File: src/rtl/hazard_pkg.sv
// -----------------------------------------------------------------------------
// hazard_pkg
// Shared types and constants for the pipeline hazard/forwarding controller.
//   - FWD_* : forward-select encodings presented to the EXE operand muxes
//   - BR_STAGE_* : legal values of the branch-resolution stage parameter
//   - slot_t : one shadow-pipeline entry describing an in-flight register write
//   - slot_hit() : source-operand match rule against one shadow slot
// -----------------------------------------------------------------------------
package hazard_pkg;

  localparam logic [1:0] FWD_NONE = 2'd0;  // read the register file
  localparam logic [1:0] FWD_MEM  = 2'd1;  // ALU result now in MEM
  localparam logic [1:0] FWD_WB   = 2'd2;  // write-back data
  localparam logic [1:0] FWD_RET  = 2'd3;  // retired-write holding register

  localparam int BR_STAGE_EXE = 2;
  localparam int BR_STAGE_MEM = 3;

  // Destination field is sized for the widest supported register file; narrower
  // configurations keep the upper bits at zero so comparisons stay exact.
  localparam int SLOT_AW_MAX = 8;

  typedef struct packed {
    logic                   valid;
    logic                   wen;
    logic [SLOT_AW_MAX-1:0] dst;
    logic                   is_load;
  } slot_t;

  // A source hits a slot only for a real write to a non-zero register.
  function automatic logic slot_hit(input slot_t s, input logic used,
                                    input logic [SLOT_AW_MAX-1:0] src);
    return used && s.valid && s.wen && (s.dst == src) && (src != '0);
  endfunction

endpackage

File: src/rtl/hazard_shadow_slot.sv
// -----------------------------------------------------------------------------
// hazard_shadow_slot
// One entry of the shadow pipeline. A clear loads all zeros and takes priority
// over the enable; with neither, the entry holds.
// Ports:
//   clk, rst_n : clock, asynchronous active-low reset
//   en         : stage enable, load d
//   clr        : synchronous stage clear, load zeros
//   d / q      : next entry from the stage ahead / current entry
// -----------------------------------------------------------------------------
module hazard_shadow_slot
  import hazard_pkg::*;
(
  input  logic  clk,
  input  logic  rst_n,
  input  logic  en,
  input  logic  clr,
  input  slot_t d,
  output slot_t q
);

  slot_t slot_d;
  slot_t slot_q;

  // Next-state selection: clear, load or hold.
  always_comb begin
    slot_d = slot_q;
    if (clr) begin
      slot_d = '0;
    end else if (en) begin
      slot_d = d;
    end else begin
      slot_d = slot_q;
    end
  end

  // Entry register.
  always_ff @(posedge clk or negedge rst_n) begin
    if (!rst_n) begin
      slot_q <= '0;
    end else begin
      slot_q <= slot_d;
    end
  end

  assign q = slot_q;

endmodule

File: src/rtl/pipeline_hazard_ctrl.sv
// -----------------------------------------------------------------------------
// pipeline_hazard_ctrl
// Hazard and forwarding controller for a 5-stage MIPS pipeline. Tracks in-flight
// register writes in a shadow pipeline (EXE/MEM/WB/RET) and drives the stage
// enables/clears, per-operand forward selects and the load-use stall.
// Ports:
//   id_*            : decoded ID-stage instruction (sources, destination, kind)
//   br_taken        : branch in stage BR_STAGE redirects the PC
//   mem_busy        : data memory not ready, freeze everything
//   *_en / *_rst    : stage enables / synchronous active-high stage clears
//   fwd_sel         : 2 bits per source operand, FWD_* encoding
//   load_stall      : load-use bubble inserted this cycle
//   stall_cnt/flush_cnt : perf counters, built only when HAZARD_PERF_CNT_EN
//                         is defined, otherwise tied to zero
// Priority: mem_busy > br_taken > load-use. Control outputs are combinational.
// -----------------------------------------------------------------------------
module pipeline_hazard_ctrl
  import hazard_pkg::*;
#(
  parameter int REG_AW   = 5,
  parameter int NUM_SRC  = 2,
  parameter int BR_STAGE = 3,
  parameter int CNT_W    = 32
) (
  input  logic                      clk,
  input  logic                      rst_n,
  input  logic                      id_valid,
  input  logic [NUM_SRC*REG_AW-1:0] id_src_addr,
  input  logic [NUM_SRC-1:0]        id_src_used,
  input  logic [REG_AW-1:0]         id_dst_addr,
  input  logic                      id_wen,
  input  logic                      id_is_load,
  input  logic                      br_taken,
  input  logic                      mem_busy,
  output logic                      if_en,
  output logic                      id_en,
  output logic                      exe_en,
  output logic                      mem_en,
  output logic                      wb_en,
  output logic                      if_rst,
  output logic                      id_rst,
  output logic                      exe_rst,
  output logic                      mem_rst,
  output logic                      wb_rst,
  output logic [NUM_SRC*2-1:0]      fwd_sel,
  output logic                      load_stall,
  output logic [CNT_W-1:0]          stall_cnt,
  output logic [CNT_W-1:0]          flush_cnt
);

  slot_t exe_q, mem_q, wb_q, ret_q;
  slot_t id_slot_s;

  logic [SLOT_AW_MAX-1:0] src_ext_s;
  logic [NUM_SRC-1:0]     hit_exe_s, hit_mem_s, hit_wb_s;
  logic [NUM_SRC*2-1:0]   fwd_s;
  logic                   load_use_s;

  // Entry offered to the EXE slot by the instruction currently in ID.
  always_comb begin
    id_slot_s                 = '0;
    id_slot_s.valid           = id_valid;
    id_slot_s.wen             = id_wen;
    id_slot_s.dst[REG_AW-1:0] = id_dst_addr;
    id_slot_s.is_load         = id_is_load;
  end

  hazard_shadow_slot u_slot_exe (.clk(clk), .rst_n(rst_n), .en(exe_en), .clr(exe_rst), .d(id_slot_s), .q(exe_q));
  hazard_shadow_slot u_slot_mem (.clk(clk), .rst_n(rst_n), .en(mem_en), .clr(mem_rst), .d(exe_q),     .q(mem_q));
  hazard_shadow_slot u_slot_wb  (.clk(clk), .rst_n(rst_n), .en(wb_en),  .clr(wb_rst),  .d(mem_q),     .q(wb_q));
  // The retired entry moves with write-back and is never flushed.
  hazard_shadow_slot u_slot_ret (.clk(clk), .rst_n(rst_n), .en(wb_en),  .clr(1'b0),    .d(wb_q),      .q(ret_q));

  // The retired entry only models the holding register; nothing is compared against it.
  logic slot_unused;
  assign slot_unused = ^ret_q;

  // Per-operand match against each slot; the youngest producer wins.
  always_comb begin
    src_ext_s = '0;
    hit_exe_s = '0;
    hit_mem_s = '0;
    hit_wb_s  = '0;
    fwd_s     = '0;
    for (int i = 0; i < NUM_SRC; i++) begin
      src_ext_s               = '0;
      src_ext_s[REG_AW-1:0]   = id_src_addr[i*REG_AW +: REG_AW];
      hit_exe_s[i]            = slot_hit(exe_q, id_src_used[i], src_ext_s);
      hit_mem_s[i]            = slot_hit(mem_q, id_src_used[i], src_ext_s);
      hit_wb_s[i]             = slot_hit(wb_q,  id_src_used[i], src_ext_s);
      if (hit_exe_s[i]) begin
        fwd_s[i*2 +: 2] = FWD_MEM;
      end else if (hit_mem_s[i]) begin
        fwd_s[i*2 +: 2] = FWD_WB;
      end else if (hit_wb_s[i]) begin
        fwd_s[i*2 +: 2] = FWD_RET;
      end else begin
        fwd_s[i*2 +: 2] = FWD_NONE;
      end
    end
  end

  // A load still in EXE cannot forward; the consumer must wait one cycle.
  assign load_use_s = id_valid && exe_q.is_load && (|hit_exe_s);

  // Stage control with priority reset > mem_busy > br_taken > load-use > idle.
  always_comb begin
    if_en      = 1'b1;
    id_en      = 1'b1;
    exe_en     = 1'b1;
    mem_en     = 1'b1;
    wb_en      = 1'b1;
    if_rst     = 1'b0;
    id_rst     = 1'b0;
    exe_rst    = 1'b0;
    mem_rst    = 1'b0;
    wb_rst     = 1'b0;
    load_stall = 1'b0;
    fwd_sel    = fwd_s;
    if (!rst_n) begin
      if_en   = 1'b0;
      id_en   = 1'b0;
      exe_en  = 1'b0;
      mem_en  = 1'b0;
      wb_en   = 1'b0;
      if_rst  = 1'b1;
      id_rst  = 1'b1;
      exe_rst = 1'b1;
      mem_rst = 1'b1;
      wb_rst  = 1'b1;
      fwd_sel = '0;
    end else if (mem_busy) begin
      if_en  = 1'b0;
      id_en  = 1'b0;
      exe_en = 1'b0;
      mem_en = 1'b0;
      wb_en  = 1'b0;
    end else if (br_taken) begin
      // IF stays enabled so the redirected PC is captured.
      id_rst  = 1'b1;
      exe_rst = 1'b1;
      if (BR_STAGE == BR_STAGE_MEM) begin
        mem_rst = 1'b1;
      end else begin
        mem_rst = 1'b0;
      end
    end else if (load_use_s) begin
      if_en      = 1'b0;
      id_en      = 1'b0;
      exe_rst    = 1'b1;
      load_stall = 1'b1;
    end else begin
      load_stall = 1'b0;
    end
  end

`ifdef HAZARD_PERF_CNT_EN
  logic [CNT_W-1:0] stall_cnt_d, stall_cnt_q;
  logic [CNT_W-1:0] flush_cnt_d, flush_cnt_q;

  // Counter increments; a flush only counts when the pipe is not frozen.
  always_comb begin
    stall_cnt_d = stall_cnt_q;
    flush_cnt_d = flush_cnt_q;
    if (load_stall || mem_busy) begin
      stall_cnt_d = stall_cnt_q + CNT_W'(1);
    end else begin
      stall_cnt_d = stall_cnt_q;
    end
    if (br_taken && !mem_busy) begin
      flush_cnt_d = flush_cnt_q + CNT_W'(1);
    end else begin
      flush_cnt_d = flush_cnt_q;
    end
  end

  // Counter registers.
  always_ff @(posedge clk or negedge rst_n) begin
    if (!rst_n) begin
      stall_cnt_q <= '0;
      flush_cnt_q <= '0;
    end else begin
      stall_cnt_q <= stall_cnt_d;
      flush_cnt_q <= flush_cnt_d;
    end
  end

  assign stall_cnt = stall_cnt_q;
  assign flush_cnt = flush_cnt_q;
`else
  assign stall_cnt = '0;
  assign flush_cnt = '0;
`endif

endmodule

File: config.mk
export PLATFORM = sky130hd
export DESIGN_NAME = pipeline_hazard_ctrl
export DESIGN_NICKNAME = d
export VERILOG_FILES = /design/src/rtl/hazard_pkg.sv /design/src/rtl/hazard_shadow_slot.sv /design/src/rtl/pipeline_hazard_ctrl.sv
export SDC_FILE = /design/constraint.sdc
export NUM_CORES = 1
export LEC_CHECK = 0
export ABC_AREA = 1
export CAP_MARGIN = 20
export CORE_ASPECT_RATIO = 1.4
export CORE_UTILIZATION = 32
export DETAILED_ROUTE_END_ITERATION = 8
export DONT_BUFFER_PORTS = 1
export GPL_TIMING_DRIVEN = 0
export PLACE_DENSITY = 0.43
export SLEW_MARGIN = 20
export SYNTH_ARGS = -nofsm -noshare
export SYNTH_HDL_FRONTEND = slang
export SYNTH_SLANG_ARGS = --single-unit
File: constraint.sdc
create_clock -name clk -period 1.4 [get_ports clk]
set_input_delay 0.28 -clock clk [delete_from_list [all_inputs] [get_ports clk]]
set_output_delay 0.28 -clock clk [all_outputs]
set_load 0.02 [all_outputs]
==> flow_results.org, run 1 <==
** Critical path
- In this design, the largest share of critical-path delay is due to simple AND/OR/NAND/NOR gates.
- The number of buffers and inverters on the critical path is 2.
- Most common cell type on the critical path :: sky130_fd_sc_hd__nand2_1
- Chain of cells forming the critical path :: buf_4 > nand2_1 > nand2_1 > nand2_1 > nor2_1 > nand2_2 > nand2_2 > nand2_4 > buf_4 > nor3_4
- Critical Path RT :: about 1.1 ns
- The worst setup path is launched from a register.
- At the worst endpoint, the arrival time is 1.69 ns.
- For this design, the slowest cell found on the critical path is sky130_fd_sc_hd__dfrtp_1.
- Type of destination of the critical path :: output pin
- Max Fanout on Critical Path :: 4
- In this design, the stage delay of the slowest critical-path cell is around 0.43 ns.
- Critical setup path kind :: reg2out

** Clock network
- At the later pin of the worst-skew pair, clock insertion delay measures between 0.2 and 0.3 ns.
- Number of buffers added by the clock tree synthesis step :: 3
- Root Buffer Master :: sky130_fd_sc_hd__clkbuf_8
- Reg clk slew, reported paths :: 0.08 ns
- TritonCTS clock tree :: yes
- Number of sinks on the clock net :: 22
- The longest clock path from root to sink contains 2 buffers.
- In this run the number of H-tree levels came out at 1.

** Synth
- Averaged over all synthesized cells, the footprint is about 7 um2.
- The most used flip-flop cell after synthesis is sky130_fd_sc_hd__dfrtp_1.
- The largest total area in the synthesized netlist belongs to sky130_fd_sc_hd__dfrtp_1.
- List of most frequent post-synthesis cells :: sky130_fd_sc_hd__buf_4 (69), sky130_fd_sc_hd__nand2_1 (58), sky130_fd_sc_hd__inv_1 (37), sky130_fd_sc_hd__dfrtp_1 (22), sky130_fd_sc_hd__nor2_1 (16)
- Leading cell type by number of instances after synthesis :: sky130_fd_sc_hd__buf_4
- For this run, the number of Yosys warnings is 0.
- Cell count after synthesis :: between 200 and 300
- The synthesized design contains 22 register bits.
- Post-synth cell types :: 25
- Ranked by total cell area, the synthesized netlist is headed by sky130_fd_sc_hd__dfrtp_1 (27%), sky130_fd_sc_hd__buf_4 (25%), sky130_fd_sc_hd__nand2_1 (11%).
- After synthesis the cells add up to ~0.0021 mm2.
- Area share of the leading cell type in the synthesized netlist :: 26.6%
- The synthesized design contains 0 enable-type register cells.
- Sequential fraction of the synthesis area :: 26.6%
- Async S/R FF share, synth :: 100%

** Outcome
- Violations in the final reports :: negative hold slack, negative setup slack
- Run status :: complete, but fails checks

** Placed design
- At the end of routability-driven placement, the weighted congestion stood at 0.846.
- Count of placed standard cells including taps :: 430
- DP Wirelength :: 4.20 mm
- In this run the tool buffered the top-level ports with 0 buffer cells.

** STA
- After routing, the total negative slack on setup checks comes to -5.82 ns.
- Period utilization :: 141%
- The final number of max-transition violations was 0.
- The final number of hold-violating endpoints was 22.
- Final worst path period need :: just under 2 ns
- Final setup violation count :: 16
- For the pin with the worst max-slew slack, the measured transition is around 0.52 ns.
- Unrepaired setup endpoints after global routing :: true
- Measured against its own limit, the worst slew margin works out to about two thirds.
- Maximum achievable frequency :: roughly 0.51 GHz
- Post-Route Skew :: just over 0.005 ns
- In the post-route analysis, the smallest setup slack over all paths is -0.572 ns.
- Worst hold slack :: -0.0356 ns

** Layout
- At the end of the flow, the number of nets in the layout was a little over 400.
- Compared with the post-synthesis result, the final layout area differs by 33.6%.
- Non-filler instance count after layout :: about 450
- Filler Cells Inserted :: around 710
- The repair_antennas step left the layout with diodes totalling 0.
- Share of post-route cells with drive strength above 1 :: about two fifths

** Route
- After detailed routing, the number of remaining DRC violations is 0.
- Post-detailed-route via-to-cell ratio :: 4.03
- Final routed wirelength across all metal layers :: 5.29 mm
- Total iterations of the first detailed-routing run :: 5
- Iter 0 DRT Violations :: 43
- The routed layout has between 1,500 and 2,000 vias.
- Once detail routing completed, the nets flagged for antenna violations numbered 0.
- In the final routed layout, each cell accounts on average for between 10 and 15 um.

** Job
- Number of max-cap violations :: 0

** Die
- Measured along the y axis, the die boundary spans just under 100 um.
- The floorplan step defined a die boundary enclosing 0.00680 mm2.
- Placeable core area :: 0.00621 mm2
- In this run the count of I/O pins placed on the die edge is approximately 100.
- Total number of placement rows :: 34
- The initial utilization of the core area, before any placement, comes to 33.3%.
- Measured along the x axis, the die boundary spans about 70 um.

** Power
- Power Density :: 635 mW/mm2
- Max rail drop VDD :: 0.668 mV
- The analysis attributes to cell leakage a power of 0.00149 uW.
- The design draws 1760 uW.

** Hold path
- HP Class :: in2async

** GRT
- Global-route congestion overflow total :: 0
- Via count of the first global-routing pass :: about 1,700
- The first global-routing pass estimated 8.34 mm of wire.
- Across every metal layer, demand over resource in global routing totals roughly 16%.
- Entering global routing, the biggest net connects 23 pins.
- Number of antenna violations at the first check in global routing :: 0
## metrics by stage
stage,util [%],instance area [um2],setup slack (ns)
6_report,44.5,2760,-0.572
5_1_grt,44.5,2760,-0.662
4_1_cts,43.5,2700,-0.595
3_5_place_dp,39.0,2420,-0.390
3_3_place_gp,39.0,2420,-0.417
2_1_floorplan,-,2330,-0.143
## report_power, final
| group | switching [uW] | internal [uW] | leakage, uW |
|---|---|---|---|
| clock network | 209 | 251 | 0.0000288 |
| registers | 25.5 | 656 | 0.000297 |
| logic | 364 | 250 | 0.00116 |
| total | 599 | 1160 | 0.00149 |
## layout make-up
type                    count  area, um2  share of cell area, %
repair buffers             19        159                   5.75
flip-flops and latches     22        554                   20.1
well taps                  72       90.1                   3.26
clock buffers               4       55.1                   1.99
multi-input cells         222       1210                   43.9
inverters                  42        158                   5.70
plain buffers              72        536                   19.4
## sequential cells by signal, summed over array words and instances, names as in the netlist
register      flops
u_slot_exe.q      8
u_slot_mem.q      7
u_slot_wb.q       7
## worst reg2reg max path, stage by stage (launching register included)
cell and delay [ns]:
sky130_fd_sc_hd__dfrtp_1 0.43, sky130_fd_sc_hd__buf_4 0.14, sky130_fd_sc_hd__nand2_1 0.04, sky130_fd_sc_hd__nand2_1 0.05
sky130_fd_sc_hd__nand2_1 0.06, sky130_fd_sc_hd__nor2_1 0.11, sky130_fd_sc_hd__nand2_2 0.09, sky130_fd_sc_hd__nand2_2 0.10
sky130_fd_sc_hd__nand2_4 0.06, sky130_fd_sc_hd__buf_4 0.14, sky130_fd_sc_hd__buf_4 0.15, sky130_fd_sc_hd__nand2_8 0.09
sky130_fd_sc_hd__a21oi_2 0.06
## cells in the final DEF, fill, tap and decap left out
cell and n:
sky130_fd_sc_hd__nand2_8 1, sky130_fd_sc_hd__inv_2 12, sky130_fd_sc_hd__a21oi_4 3, sky130_fd_sc_hd__conb_1 64
sky130_fd_sc_hd__nand2_1 52, sky130_fd_sc_hd__o21ai_1 12, sky130_fd_sc_hd__o22ai_1 2, sky130_fd_sc_hd__xnor2_1 10
sky130_fd_sc_hd__nand3_1 13, sky130_fd_sc_hd__clkbuf_8 4, sky130_fd_sc_hd__a21oi_2 9, sky130_fd_sc_hd__inv_1 30
sky130_fd_sc_hd__buf_2 3, sky130_fd_sc_hd__dfrtp_1 19, sky130_fd_sc_hd__xor2_1 4, sky130_fd_sc_hd__nand2_4 1
sky130_fd_sc_hd__nor2_4 3, sky130_fd_sc_hd__nand4_1 6, sky130_fd_sc_hd__nor2_1 8, sky130_fd_sc_hd__o21ai_0 2
sky130_fd_sc_hd__nor2_2 8, sky130_fd_sc_hd__dfrtp_2 3, sky130_fd_sc_hd__buf_4 81, sky130_fd_sc_hd__nand2_2 9
sky130_fd_sc_hd__clkbuf_1 1, sky130_fd_sc_hd__o21ai_2 5, sky130_fd_sc_hd__or2_1 2, sky130_fd_sc_hd__nor3_2 2
sky130_fd_sc_hd__a21oi_1 3, sky130_fd_sc_hd__buf_6 6, sky130_fd_sc_hd__nor3_4 1, sky130_fd_sc_hd__xnor2_2 2
## logic make-up (layout without fill, tap and decap cells)
logic type                after synthesis  after routing  synth area share (%)
buffers and inverters                 114            137                  33.3
and+or+nand+nor                       106            106                  22.9
AOI/OAI and AO/OA                      36             36                  10.3
DFF                                    22             22                  26.6
xor gates and xnor gates               16             16                  6.77
other                                   1             64                 0.181
## metal layers
layer	part of all wire (%)	GRT usage [%]	vias to the layer above
li1	-	-	954
met1	36	16.1	775
met2	52	29.1	82
met3	7.7	3.11	14
met4	4.1	8.62	0
met5	0	0	-
## worst paths after layout
kind	startpoint	endpoint	slack (ns)	cells past startpoint
worst max-delay path	u_slot_exe.q[4]$_DFFE_PN0P_	load_stall	-0.57	10
worst min-delay path	rst_n	u_slot_exe.q[0]$_DFFE_PN0P_	-0.04	1
worst max register to register	u_slot_exe.q[4]$_DFFE_PN0P_	u_slot_exe.q[5]$_DFFE_PN0P_	-0.24	12
worst min register to register	u_slot_exe.q[0]$_DFFE_PN0P_	u_slot_exe.q[0]$_DFFE_PN0P_	0.49	2
max in group asynchronous	rst_n	u_slot_exe.q[5]$_DFFE_PN0P_	1.06	1
min in group clk	id_dst_addr[2]	u_slot_exe.q[3]$_DFFE_PN0P_	0.15	2
## timing repair
action                                 CTS  global route
hold buffers                             1             0
setup endpoints to repair               17            17
endpoints found under the hold margin   22             0
setup buffers                           23            10
pin swaps                                9             9
gates resized for setup                 28            22
Note: power is estimated with default switching activity, not from simulation.
==> run 2: changes to the inputs <==
--- a/config.mk
+++ b/config.mk
@@ -7,12 +7,14 @@
 export LEC_CHECK = 0
 export ABC_AREA = 1
 export CAP_MARGIN = 20
+export CELL_PAD_IN_SITES_DETAIL_PLACEMENT = 1
+export CELL_PAD_IN_SITES_GLOBAL_PLACEMENT = 1
 export CORE_ASPECT_RATIO = 1.4
-export CORE_UTILIZATION = 32
+export CORE_UTILIZATION = 39
 export DETAILED_ROUTE_END_ITERATION = 8
 export DONT_BUFFER_PORTS = 1
 export GPL_TIMING_DRIVEN = 0
-export PLACE_DENSITY = 0.43
+export PLACE_DENSITY = 0.72
 export SLEW_MARGIN = 20
 export SYNTH_ARGS = -nofsm -noshare
 export SYNTH_HDL_FRONTEND = slang
==> flow_results.org, run 2 (synthesis results as in run 1) <==
** STA
- The final number of hold-violating endpoints is 22.
- Summed over all failing endpoints, the final setup total negative slack is -4.78 ns.
- Clock skew on the completed layout was measured at around 0.0023 ns.
- Worst hold slack :: -0.0201 ns
- Setup repair after global routing could not meet its margin everywhere.
- Setup violations remaining at the end of the flow were counted as 16.
- Of the available clock period, the critical path in the final layout requires 141%.
- Final worst path period need :: 1.98 ns
- Final setup margin :: -0.578 ns
- The final number of max-transition violations came to 0.
- For this run, the top clock speed supported by timing is 0.506 GHz.

** Die
- The region available for standard cell placement spans 0.00516 mm2.
- The die covers roughly 0.0056 mm2.
- The die is between 60 and 70 um wide.
- The floorplan has 31 rows.
- During I/O placement, the number of pins put on the boundary was just over 100.
- Once the floorplan was initialized, standard cells occupied between 40% and 50% of the core.
- From bottom edge to top edge, the die measures slightly below 90 um.

** Layout
- The repair_antennas step left the layout with diodes totalling 0.
- Of the cells placed in the final design, the portion with a size suffix greater than 1 is a little under two fifths.
- Most used cells in the layout excluding fill and tap cells :: sky130_fd_sc_hd__buf_4 (81), sky130_fd_sc_hd__conb_1 (64), sky130_fd_sc_hd__nand2_1 (52), sky130_fd_sc_hd__inv_1 (30), sky130_fd_sc_hd__dfrtp_1 (19)
- Most frequent standard cell in the layout excluding fill and tap cells :: sky130_fd_sc_hd__buf_4
- From synthesis to final layout, the design area changed by 29.9%.
- The register with the most flip-flops in the layout has 8 of them.
- Net count of the finished layout :: approximately 400

** Critical path
- R2R Setup Slk :: -0.13 ns
- Launch point of the worst path :: u_slot_exe.q[5]$_DFFE_PN0P_
- Critical setup path kind :: reg2out
- Cell with the largest stage delay on the worst path :: sky130_fd_sc_hd__dfrtp_1
- Critical Path RT :: around 1.1 ns
- In this run the critical register-to-register path is captured at u_slot_exe.q[4]$_DFFE_PN0P_.
- The startpoint identified for the worst register-to-register timing path is u_slot_exe.q[5]$_DFFE_PN0P_.
- STA classifies the critical path endpoint as an output pin.
- Data arrival, critical path :: about 1.7 ns
- CP max stage delay :: 0.45 ns
- Counting cells, the worst reg-to-reg path comes to 12.
- Walking the worst path, the cells encountered are inv_2 > nand2_1 > nand2_1 > inv_2 > nand2_2 > nor2_4 > nand2_2 > nand2_2 > nand2_4 > o21ai_2 > inv_2 > buf_6.
- Max Fanout on Critical Path :: 4
- The worst setup path is launched from a register.

** Route
- Total iterations of the first detailed-routing run :: 4
- Routed vias :: around 1,900
- Final routed wirelength across all metal layers :: between 5 and 6 mm
- Detailed-route wire length per cell :: 12.7 um
- Post-detailed-route via-to-cell ratio :: 4.28
- Final routed DRC violation total :: 0
- Final antenna-violating net count :: 0
- Iter 0 DRT Violations :: 40

** Power
- Fraction of power spent switching nets :: 35.0%
- For this design the ratio of total power to cell area is between 600 and 700 mW/mm2.
- IR analysis of the VDD net gives a maximum drop of ~0.44 mV.
- The share of total power dissipated in the clock network is a little under a quarter.
- The analysis attributes to cell leakage a power of around 0.0014 uW.
- Logic pwr share :: between 30% and 40%
- Sequential fraction of design power :: slightly above 40%
- Internal cell power :: 1070 uW
- Total net switching power :: between 500 and 600 uW

** Outcome
- The checks that failed: negative hold slack, negative setup slack.
- The run finished, with violations left.

** Clock network
- Clock latency on the worst-skew pair, taken at its later pin, is 0.26 ns.
- TritonCTS clock tree :: yes
- CTS placed an instance of sky130_fd_sc_hd__clkbuf_8 at the clock tree root.
- Counting along the longest clock path gives a buffer depth of 2.
- Clock-pin slew was measured on the worst setup and hold paths at ~0.070 ns.
- In this run the number of H-tree levels came out at 1.
- Number of sinks on the clock net :: 22
- Number of buffers added by the clock tree synthesis step :: 3

** GRT
- Entering global routing, the biggest net connects 23 pins.
- Via count of the first global-routing pass :: 1,712
- Number of antenna violations at the first check in global routing :: 0
- The first global-routing pass estimated 8.45 mm of wire.
- The total overflow left after global routing is 0.
- Across every metal layer, demand over resource in global routing totals approximately 20%.

** Hold path
- HP Class :: in2async

** Job
- Number of max-cap violations :: 0

** Placed design
- The HPWL after detailed placement is 4.46 mm.
- Buffers placed on the I/O ports in this run total 0.
- The congestion estimate from routability-driven global placement came to 0.852.
-- run 2: cell count changes in the layout (fill, tap and decap cells not counted), moves of 2 or more --
cell                      before  now
sky130_fd_sc_hd__a21oi_2       9    7
sky130_fd_sc_hd__nor2_2        8    5
sky130_fd_sc_hd__xnor2_2       2    0
sky130_fd_sc_hd__nor2_1        8   11
sky130_fd_sc_hd__a21oi_4       3    5
sky130_fd_sc_hd__buf_6         6    2
sky130_fd_sc_hd__xnor2_1      10   12
-- run 2: timing repair --
item | in CTS | in global routing
hold buffers | 1 | 0
endpoints found under the hold margin | 22 | 0
resized for setup | 22 | 12
pin swaps | 13 | 14
setup endpoints to repair | 17 | 17
buffers inserted | 9 | 5
-- run 2: how the worst max path moves through the flow --
stage | end | slack, ns | cells past startpoint
finish | if_en | -0.58 | 12
global route | if_en | -0.70 | 11
CTS | if_en | -0.61 | 12
detailed placement | if_en | -0.46 | 12
global placement | if_en | -0.44 | 12
floorplan | if_en | -0.14 | 11
-- run 2: final cells by class --
class,instances,area (um2)
Multi-Input combinational cell,222,1200
Buffer,72,536
Sequential cell,22,554
Fill cell,728,2470
Tap cell,66,82.6
Clock buffer,3,41.3
Timing Repair Buffer,15,114
Inverter,42,158
-- run 2: per-layer routing --
layer	up-vias	share of wire, %	wire length (um)	track usage, %
met1	880	36	2050	21.0
met4	0	1.5	87	6.20
met3	7	4.3	244	1.69
li1	941	-	-	-
met5	-	0	0	0
met2	62	58	3250	41.2
-- run 2: critical path, delay by kind of cell (launching register included) --
family | cells | cell delay (ns)
buffers and inverters | 4 | 0.34
and+or+nand+nor | 7 | 0.54
DFF | 1 | 0.45
AOI/OAI and AO/OA | 1 | 0.12
-- run 2: stage by stage --
step	std cells	area (um2)	total power, uW	util (%)	setup slack, ns
6_report	442	2690	1650	52.1	-0.578
3_3_place_gp	424	2420	1220	46.9	-0.440
4_1_cts	437	2610	1650	50.6	-0.614
2_1_floorplan	358	2330	1170	-	-0.143
3_5_place_dp	424	2420	1220	46.9	-0.462
5_1_grt	442	2690	1740	52.1	-0.702
-- run 2: power groups by stage --
stage | sequential (uW) | clock [uW] | combinational [uW]
floorplan | 683 | 0 | 485
global placement | 691 | 0 | 525
detailed placement | 692 | 0 | 529
CTS | 680 | 397 | 569
global route | 686 | 415 | 636
finish | 683 | 383 | 586
